===== src/rtl/fft_r2_stage_feeder_if.sv =====
`default_nettype none
// ============================================================================
// Module   : fft_r2_stage_feeder_if
// Brief    : Sample-in / operand-pair-out handshake bundle of the radix-2 feeder.
// Revision : 1.0 - initial release
// ============================================================================
interface fft_r2_stage_feeder_if;
  logic [31:0] in_data;
  logic        in_valid;
  logic        in_ready;
  logic [31:0] out_a;
  logic [31:0] out_b;
  logic [31:0] out_w;
  logic        out_valid;
  logic        out_ready;
  logic        frame_done;

  modport master (
    output in_data, in_valid, out_ready,
    input  in_ready, out_a, out_b, out_w, out_valid, frame_done
  );

  modport slave (
    input  in_data, in_valid, out_ready,
    output in_ready, out_a, out_b, out_w, out_valid, frame_done
  );
endinterface
`default_nettype wire


===== src/rtl/fft_r2_stage_feeder.sv =====
`default_nettype none
// ============================================================================
// Module   : fft_r2_stage_feeder
// Brief    : Buffers an N-sample frame, then streams DIF pairs (x[k], x[k+N/2])
//            with twiddle W_N^k into a radix-2 butterfly.
// Revision : 1.0 - initial release
// ============================================================================
module fft_r2_stage_feeder #(
  parameter int N  = 16,
  parameter int AW = $clog2(N)
) (
  input  logic                   clk,
  input  logic                   rst_n,
  fft_r2_stage_feeder_if.slave   bus
);

  localparam int     c_half  = N / 2;
  localparam longint c_scale = 64'sd1073741824;   // 2^30 fixed-point unit
  localparam longint c_pi_fx = 64'sd3373259426;   // pi * 2^30

  localparam logic [AW-1:0] c_last_wr = AW'(N - 1);
  localparam logic [AW-2:0] c_last_rd = (AW-1)'(c_half - 1);

  // Round a 2^30-scaled value to Q1.15, half away from zero; only +1.0 saturates.
  function automatic int q15(input longint v);
    longint m;
    int     r;
    m = (v < 0) ? -v : v;
    m = (m + 64'sd16384) >>> 15;
    r = (v < 0) ? -int'(m) : int'(m);
    if (r > 32767) r = 32767;
    return r;
  endfunction

  // W_N^k = cos(2*pi*k/N) - j*sin(2*pi*k/N), Taylor series over [0, pi/2]
  // with the second quadrant folded back by cos(pi - t) = -cos(t).
  function automatic logic [31:0] tw_calc(input int k);
    int     kk;
    logic   neg_cos;
    longint x;
    longint term;
    longint cs;
    longint sn;
    int     re;
    int     im;
    neg_cos = (4 * k > N);
    kk      = neg_cos ? (c_half - k) : k;
    x       = (2 * c_pi_fx * longint'(kk)) / longint'(N);
    term    = c_scale;
    cs      = c_scale;
    sn      = 0;
    for (int n = 1; n <= 24; n++) begin
      term = ((term * x) / c_scale) / longint'(n);
      case (n % 4)
        1:       sn = sn + term;
        2:       cs = cs - term;
        3:       sn = sn - term;
        default: cs = cs + term;
      endcase
    end
    re = q15(neg_cos ? -cs : cs);
    im = q15(-sn);
    return {re[15:0], im[15:0]};
  endfunction

  typedef enum logic [0:0] {
    ST_FILL  = 1'b0,
    ST_DRAIN = 1'b1
  } state_t;

  state_t        r_state;
  logic [AW-1:0] r_wr_cnt;
  logic [AW-2:0] r_rd_cnt;
  logic [31:0]   r_mem [N];
  logic [31:0]   r_out_a;
  logic [31:0]   r_out_b;
  logic [31:0]   r_out_w;
  logic          r_out_valid;
  logic          r_frame_done;

  logic [31:0]   w_rom [c_half];
  logic          w_in_ready;
  logic          w_in_fire;
  logic          w_out_fire;
  logic [AW-2:0] w_rd_nxt;
  logic [AW-2:0] w_rd_sel;

  for (genvar gk = 0; gk < c_half; gk++) begin : g_rom
    localparam logic [31:0] c_tw = tw_calc(gk);
    assign w_rom[gk] = c_tw;
  end

  assign w_in_ready = (r_state == ST_FILL);
  assign w_in_fire  = bus.in_valid & w_in_ready;
  assign w_out_fire = r_out_valid & bus.out_ready;
  assign w_rd_nxt   = r_rd_cnt + 1'b1;
  // Pair 0 is loaded on the final fill edge; later pairs on each accept.
  assign w_rd_sel   = (r_state == ST_FILL) ? '0 : w_rd_nxt;

  always_ff @(posedge clk) begin
    if (w_in_fire) begin
      r_mem[r_wr_cnt] <= bus.in_data;
    end
  end

  always_ff @(posedge clk or negedge rst_n) begin
    if (!rst_n) begin
      r_state      <= ST_FILL;
      r_wr_cnt     <= '0;
      r_rd_cnt     <= '0;
      r_out_a      <= '0;
      r_out_b      <= '0;
      r_out_w      <= '0;
      r_out_valid  <= 1'b0;
      r_frame_done <= 1'b0;
    end else begin
      r_frame_done <= 1'b0;
      case (r_state)
        ST_FILL: begin
          if (w_in_fire) begin
            if (r_wr_cnt == c_last_wr) begin
              r_wr_cnt    <= '0;
              r_rd_cnt    <= '0;
              r_state     <= ST_DRAIN;
              r_out_a     <= r_mem[{1'b0, w_rd_sel}];
              r_out_b     <= r_mem[{1'b1, w_rd_sel}];
              r_out_w     <= w_rom[w_rd_sel];
              r_out_valid <= 1'b1;
            end else begin
              r_wr_cnt <= r_wr_cnt + 1'b1;
            end
          end
        end
        ST_DRAIN: begin
          if (w_out_fire) begin
            if (r_rd_cnt == c_last_rd) begin
              r_rd_cnt     <= '0;
              r_state      <= ST_FILL;
              r_out_valid  <= 1'b0;
              r_frame_done <= 1'b1;
            end else begin
              r_rd_cnt <= w_rd_nxt;
              r_out_a  <= r_mem[{1'b0, w_rd_sel}];
              r_out_b  <= r_mem[{1'b1, w_rd_sel}];
              r_out_w  <= w_rom[w_rd_sel];
            end
          end
        end
        default: r_state <= ST_FILL;
      endcase
    end
  end

  assign bus.in_ready   = w_in_ready;
  assign bus.out_a      = r_out_a;
  assign bus.out_b      = r_out_b;
  assign bus.out_w      = r_out_w;
  assign bus.out_valid  = r_out_valid;
  assign bus.frame_done = r_frame_done;

endmodule
`default_nettype wire

===== src/flat_wrapper.sv =====
// flat-port wrapper written by rule: the top's interface ports become plain ports
module fft_r2_stage_feeder_flat 
#(
  parameter int N  = 16,
  parameter int AW = $clog2(N)
)
  (clk, rst_n, bus_in_data, bus_in_valid, bus_out_ready, bus_in_ready, bus_out_a, bus_out_b, bus_out_w, bus_out_valid, bus_frame_done);
  fft_r2_stage_feeder_if bus_i ();
  input  logic clk;
  input  logic rst_n;
  input wire logic [$bits(bus_i.in_data)-1:0] bus_in_data;
  input wire logic [$bits(bus_i.in_valid)-1:0] bus_in_valid;
  input wire logic [$bits(bus_i.out_ready)-1:0] bus_out_ready;
  output wire logic [$bits(bus_i.in_ready)-1:0] bus_in_ready;
  output wire logic [$bits(bus_i.out_a)-1:0] bus_out_a;
  output wire logic [$bits(bus_i.out_b)-1:0] bus_out_b;
  output wire logic [$bits(bus_i.out_w)-1:0] bus_out_w;
  output wire logic [$bits(bus_i.out_valid)-1:0] bus_out_valid;
  output wire logic [$bits(bus_i.frame_done)-1:0] bus_frame_done;
  assign bus_i.in_data = bus_in_data;
  assign bus_i.in_valid = bus_in_valid;
  assign bus_i.out_ready = bus_out_ready;
  assign bus_in_ready = bus_i.in_ready;
  assign bus_out_a = bus_i.out_a;
  assign bus_out_b = bus_i.out_b;
  assign bus_out_w = bus_i.out_w;
  assign bus_out_valid = bus_i.out_valid;
  assign bus_frame_done = bus_i.frame_done;
  fft_r2_stage_feeder #(.N(N), .AW(AW)) u_core (.clk(clk), .rst_n(rst_n), .bus(bus_i));
endmodule

===== config.mk =====
export PLATFORM = sky130hd
export DESIGN_NAME = fft_r2_stage_feeder_flat
export DESIGN_NICKNAME = d
export VERILOG_FILES = /design/src/rtl/fft_r2_stage_feeder_if.sv /design/src/rtl/fft_r2_stage_feeder.sv /design/src/flat_wrapper.sv
export SDC_FILE = /design/constraint.sdc
export NUM_CORES = 1
export LEC_CHECK = 0
export CAP_MARGIN = 40
export CORE_ASPECT_RATIO = 0.75
export CORE_MARGIN = 4
export CORE_UTILIZATION = 54
export CTS_CLUSTER_DIAMETER = 120
export DETAILED_ROUTE_END_ITERATION = 8
export GPL_TIMING_DRIVEN = 1
export MAX_ROUTING_LAYER = met4
export PLACE_DENSITY_LB_ADDON = 0.05
export SYNTH_ARGS = -nofsm -noshare
export SYNTH_HDL_FRONTEND = slang
export SYNTH_SLANG_ARGS = --single-unit
export TNS_END_PERCENT = 1

===== constraint.sdc =====
create_clock -name clk -period 3.4 [get_ports clk]
set_input_delay 0.51 -clock clk [delete_from_list [all_inputs] [get_ports clk]]
set_output_delay 0.51 -clock clk [all_outputs]
set_load 0.02 [all_outputs]

==> summary by stage <==
Global routing
Summed over all layers, the global routing overflow is 0. The wire length of the first global-routing pass is 87.0 mm. The number of global-route vias before repair came to 13800. The overall fraction of global-route tracks in use is 0.248. The largest net degree at the start of global routing is 74. The number of antenna violations at the first check in global routing is 0.

Routing
Summing over every cut layer, the via total after detailed routing is 13700. In this run the remaining antenna-violating nets after routing total 0. The via count normalized by instance count is 6.33.

Dividing the detail-routed wire length by the instance count gives 26.4 microns. Wires add up to 57.3 mm. After detailed routing, the number of remaining DRC violations is 0. The pre-antenna-repair detailed-routing pass consisted of 5 iterations. The first routing iteration left 1310 violations.

STA
Setup violations remaining at the end of the flow were counted as 0. For the finished layout, the period the worst path requires is 2760 ps. The total negative slack for setup checks is 0 ps. Dividing the final minimum period by the clock period gives 0.810.

Measured against its own limit, the worst slew margin works out to 0.469. Timing would allow up to 363 MHz. The number of pins exceeding their max-slew limit in the final report is 0. At the pin with the least slew margin, the transition time is 777 ps.

Setup repair after global routing left no endpoint under its margin. The number of hold violations in the final report came to 0. The clock skew after layout is 20.1 ps.

Floorplanning
135 I/O pins were placed. The die boundary height is 189 microns. The effective utilization at floorplan is 0.545. In this run the horizontal extent of the chip is 249 microns. The number of placement rows is 66. In this run the standard cell core region covers 43300 sq um. The floorplan step defined a die boundary enclosing 47100 sq um.

Critical path
STA classifies the critical path startpoint as a register. For the worst setup path, the data required time is 2890 ps. The highest fanout seen on the critical path is 44. The worst register-to-register path has a depth of 4.

The source of the worst register-to-register timing path is u_core.r_state. The worst-case register-to-register setup slack is 740 ps. The worst reg2reg path endpoint is u_core.r_mem[13][29]. The critical path is of the register to primary output type. The critical path data arrival time is 2250 ps. The endpoint type of the worst setup path is a primary output.

Pwr
For this design the static power due to leakage is 9.37 nW. The power density relative to cell area is 840 nW/um^2. The worst-case vdd ir drop is 0.766 mV.

Finish
The post-route core utilization is 0.639. The final-stage net count is 1585. The share of layout cells above drive strength 1 is 0.165. The number of filler cells placed in the layout is 3106. The antenna diode instance count is 0. The post-synthesis to final-layout area growth is 17.3%.

CTS
The tree is rooted in a sky130_fd_sc_hd__clkbuf_16. The clock insertion delay at the later pin of the skew report is 590 ps. The maximum clock path buffer count is 3. The clock transition at the registers of the reported paths is 60 ps. The total CTS buffers is 58. The clock tree synthesis step divided the H-tree into 2 levels. For this design, the sink count on the clock tree is 606. The clock tree from TritonCTS is yes.

Logic synthesis
The cell area after technology mapping is 23600 sq um. The yosys synthesis warning count is 0. Averaged over all synthesized cells, the footprint is 16.7 sq um.

The proportion of synthesized chip area in sequential cells is 0.752. The register bit count reported by yosys is 606. The synthesized instance count is 1409. The count of cell types in the netlist is 52.

Place
The final estimated routing congestion in global placement is 0.811. The half-perimeter wire length after placement is 33.5 mm. Port buffering added 132 buffers.

Worst hold path
In this run the worst hold path is classified as primary input to asynchronous set/reset pin.

Status
The run finished with clean final reports.

Flow run
Max-cap violations in this run came to 0.
## area by class of cell
type | count | area [sq um] | share of cell area
clock buffer | 78 | 1590 | 0.0574
clock inverter | 31 | 340 | 0.0123
inverter | 4 | 15.0 | 0.000543
multi-input combinational | 678 | 5310 | 0.192
sequential | 606 | 17700 | 0.641
tap | 578 | 723 | 0.0261
timing repair buffer | 194 | 1960 | 0.0709
## logic make-up after synthesis
| group | synth area share |
|---|---|
| compound gates | 0.124 |
| xor+xnor | 0.00149 |
| fa+ha+maj | 0.00371 |
| buf+inv | 0.0302 |
| flops | 0.752 |
| mux | 0.0601 |
| other cells | 0.000159 |
| simple gates | 0.0290 |
## through the flow
| step | cell area, sq um | worst slack (ps) | hold slack (ps) | std cells | total power [W] |
|---|---|---|---|---|---|
| after floorplan | 23600 | -256 | 214 | 1410 | 0.0142 |
| after global placement | 25700 | 474 | 449 | 2058 | 0.0167 |
| after detailed placement | 25700 | 435 | 451 | 2059 | 0.0168 |
| after CTS | 27700 | 639 | 375 | 2169 | 0.0233 |
| after global routing | 27700 | 549 | 403 | 2169 | 0.0242 |
| final | 27700 | 645 | 391 | 2169 | 0.0232 |
## placed cells by master, fill, tap and decap left out, types with 14 or more instances in the layout
master,instances
sky130_fd_sc_hd__a2111oi_0,15
sky130_fd_sc_hd__a211o_1,64
sky130_fd_sc_hd__a211oi_1,36
sky130_fd_sc_hd__a21oi_1,37
sky130_fd_sc_hd__a222oi_1,28
sky130_fd_sc_hd__buf_12,14
sky130_fd_sc_hd__buf_4,48
sky130_fd_sc_hd__clkbuf_1,15
sky130_fd_sc_hd__clkbuf_16,59
sky130_fd_sc_hd__clkdlybuf4s50_1,131
sky130_fd_sc_hd__clkinv_2,14
sky130_fd_sc_hd__dfrtp_1,92
sky130_fd_sc_hd__edfxtp_1,512
sky130_fd_sc_hd__mux2_1,21
sky130_fd_sc_hd__mux2_2,71
sky130_fd_sc_hd__mux2i_1,38
sky130_fd_sc_hd__nand2_1,52
sky130_fd_sc_hd__nor2_1,15
sky130_fd_sc_hd__nor3_1,37
sky130_fd_sc_hd__o211ai_1,28
sky130_fd_sc_hd__o22ai_1,129
## cell usage after synthesis, drive strengths merged
cell type	count	area, sq um
o21bai	1	7.51
and2	1	6.26
o32ai	1	8.76
o211ai	28	210
o41ai	1	8.76
buf	91	582
nor2	29	114
o22a	1	8.76
conb	1	3.75
a2111oi	36	392
xor2	1	8.76
dfrtp	94	2350
nand3	8	52.6
a22o	1	8.76
nor3	42	215
ha	7	87.6
edfxtp	512	15400
mux2i	38	380
o21ai	11	55.1
nor2b	2	12.5
mux2	92	1040
a41oi	2	17.5
o21a	1	7.51
and3	1	6.26
a32o	1	10.0
a222oi	28	280
o32a	2	20.0
clkbuf	31	116
inv	4	15.0
o22ai	129	807
a21o	3	22.5
a31oi	6	37.5
a21oi	37	185
nand3b	2	27.5
nand2b	7	43.8
a211o	64	561
nand2	54	205
a211oi	36	270
xnor2	3	26.3
## registers in the layout, indices dropped and copies added (netlist names)
signal	cells
u_core.bus.frame_done	1
u_core.bus.out_a	32
u_core.bus.out_b	32
u_core.bus.out_valid	1
u_core.bus.out_w	20
u_core.r_mem	512
u_core.r_rd_cnt	3
u_core.r_state	1
u_core.r_wr_cnt	4
## critical path, cell delays in order (launching register included)
cell	delay (ps)
sky130_fd_sc_hd__dfrtp_4	850
sky130_fd_sc_hd__inv_1	210
sky130_fd_sc_hd__clkdlybuf4s50_1	590
## how the worst max path moves through the flow
stage	end	startpoint	slack, ps	depth (start not counted)
after detailed placement	u_core.r_mem[13][16]	bus_in_valid	440	5
final	bus_in_ready	u_core.r_state	640	2
after global placement	u_core.r_mem[13][29]	bus_in_valid	470	5
after CTS	bus_in_ready	u_core.r_state	640	2
after floorplan	u_core.r_mem[2][0]	u_core.r_state	-260	6
after global routing	bus_in_ready	u_core.r_state	550	2
## routing by layer
metal | GRT usage | routed length [microns] | share of wire
met2 | 0.366 | 25600 | 0.45
met1 | 0.375 | 26200 | 0.46
met5 | - | 0 | 0
met3 | 0.0398 | 4640 | 0.081
met4 | 0.0513 | 959 | 0.017
## report_power, final
| group | internal [W] | total, W | switching [W] |
|---|---|---|---|
| Combinational | 0.00283 | 0.00712 | 0.00430 |
| Sequential | 0.00900 | 0.00962 | 0.000618 |
| Clock | 0.00381 | 0.00650 | 0.00269 |
| Total | 0.0156 | 0.0232 | 0.00761 |
## repair_timing
action,4_1_cts,5_1_grt
gates resized for setup,0,0
endpoints found under the hold margin,21,0
hold buffers,1,0
buffers inserted,0,0
Note: power is estimated with default switching activity, not from simulation.
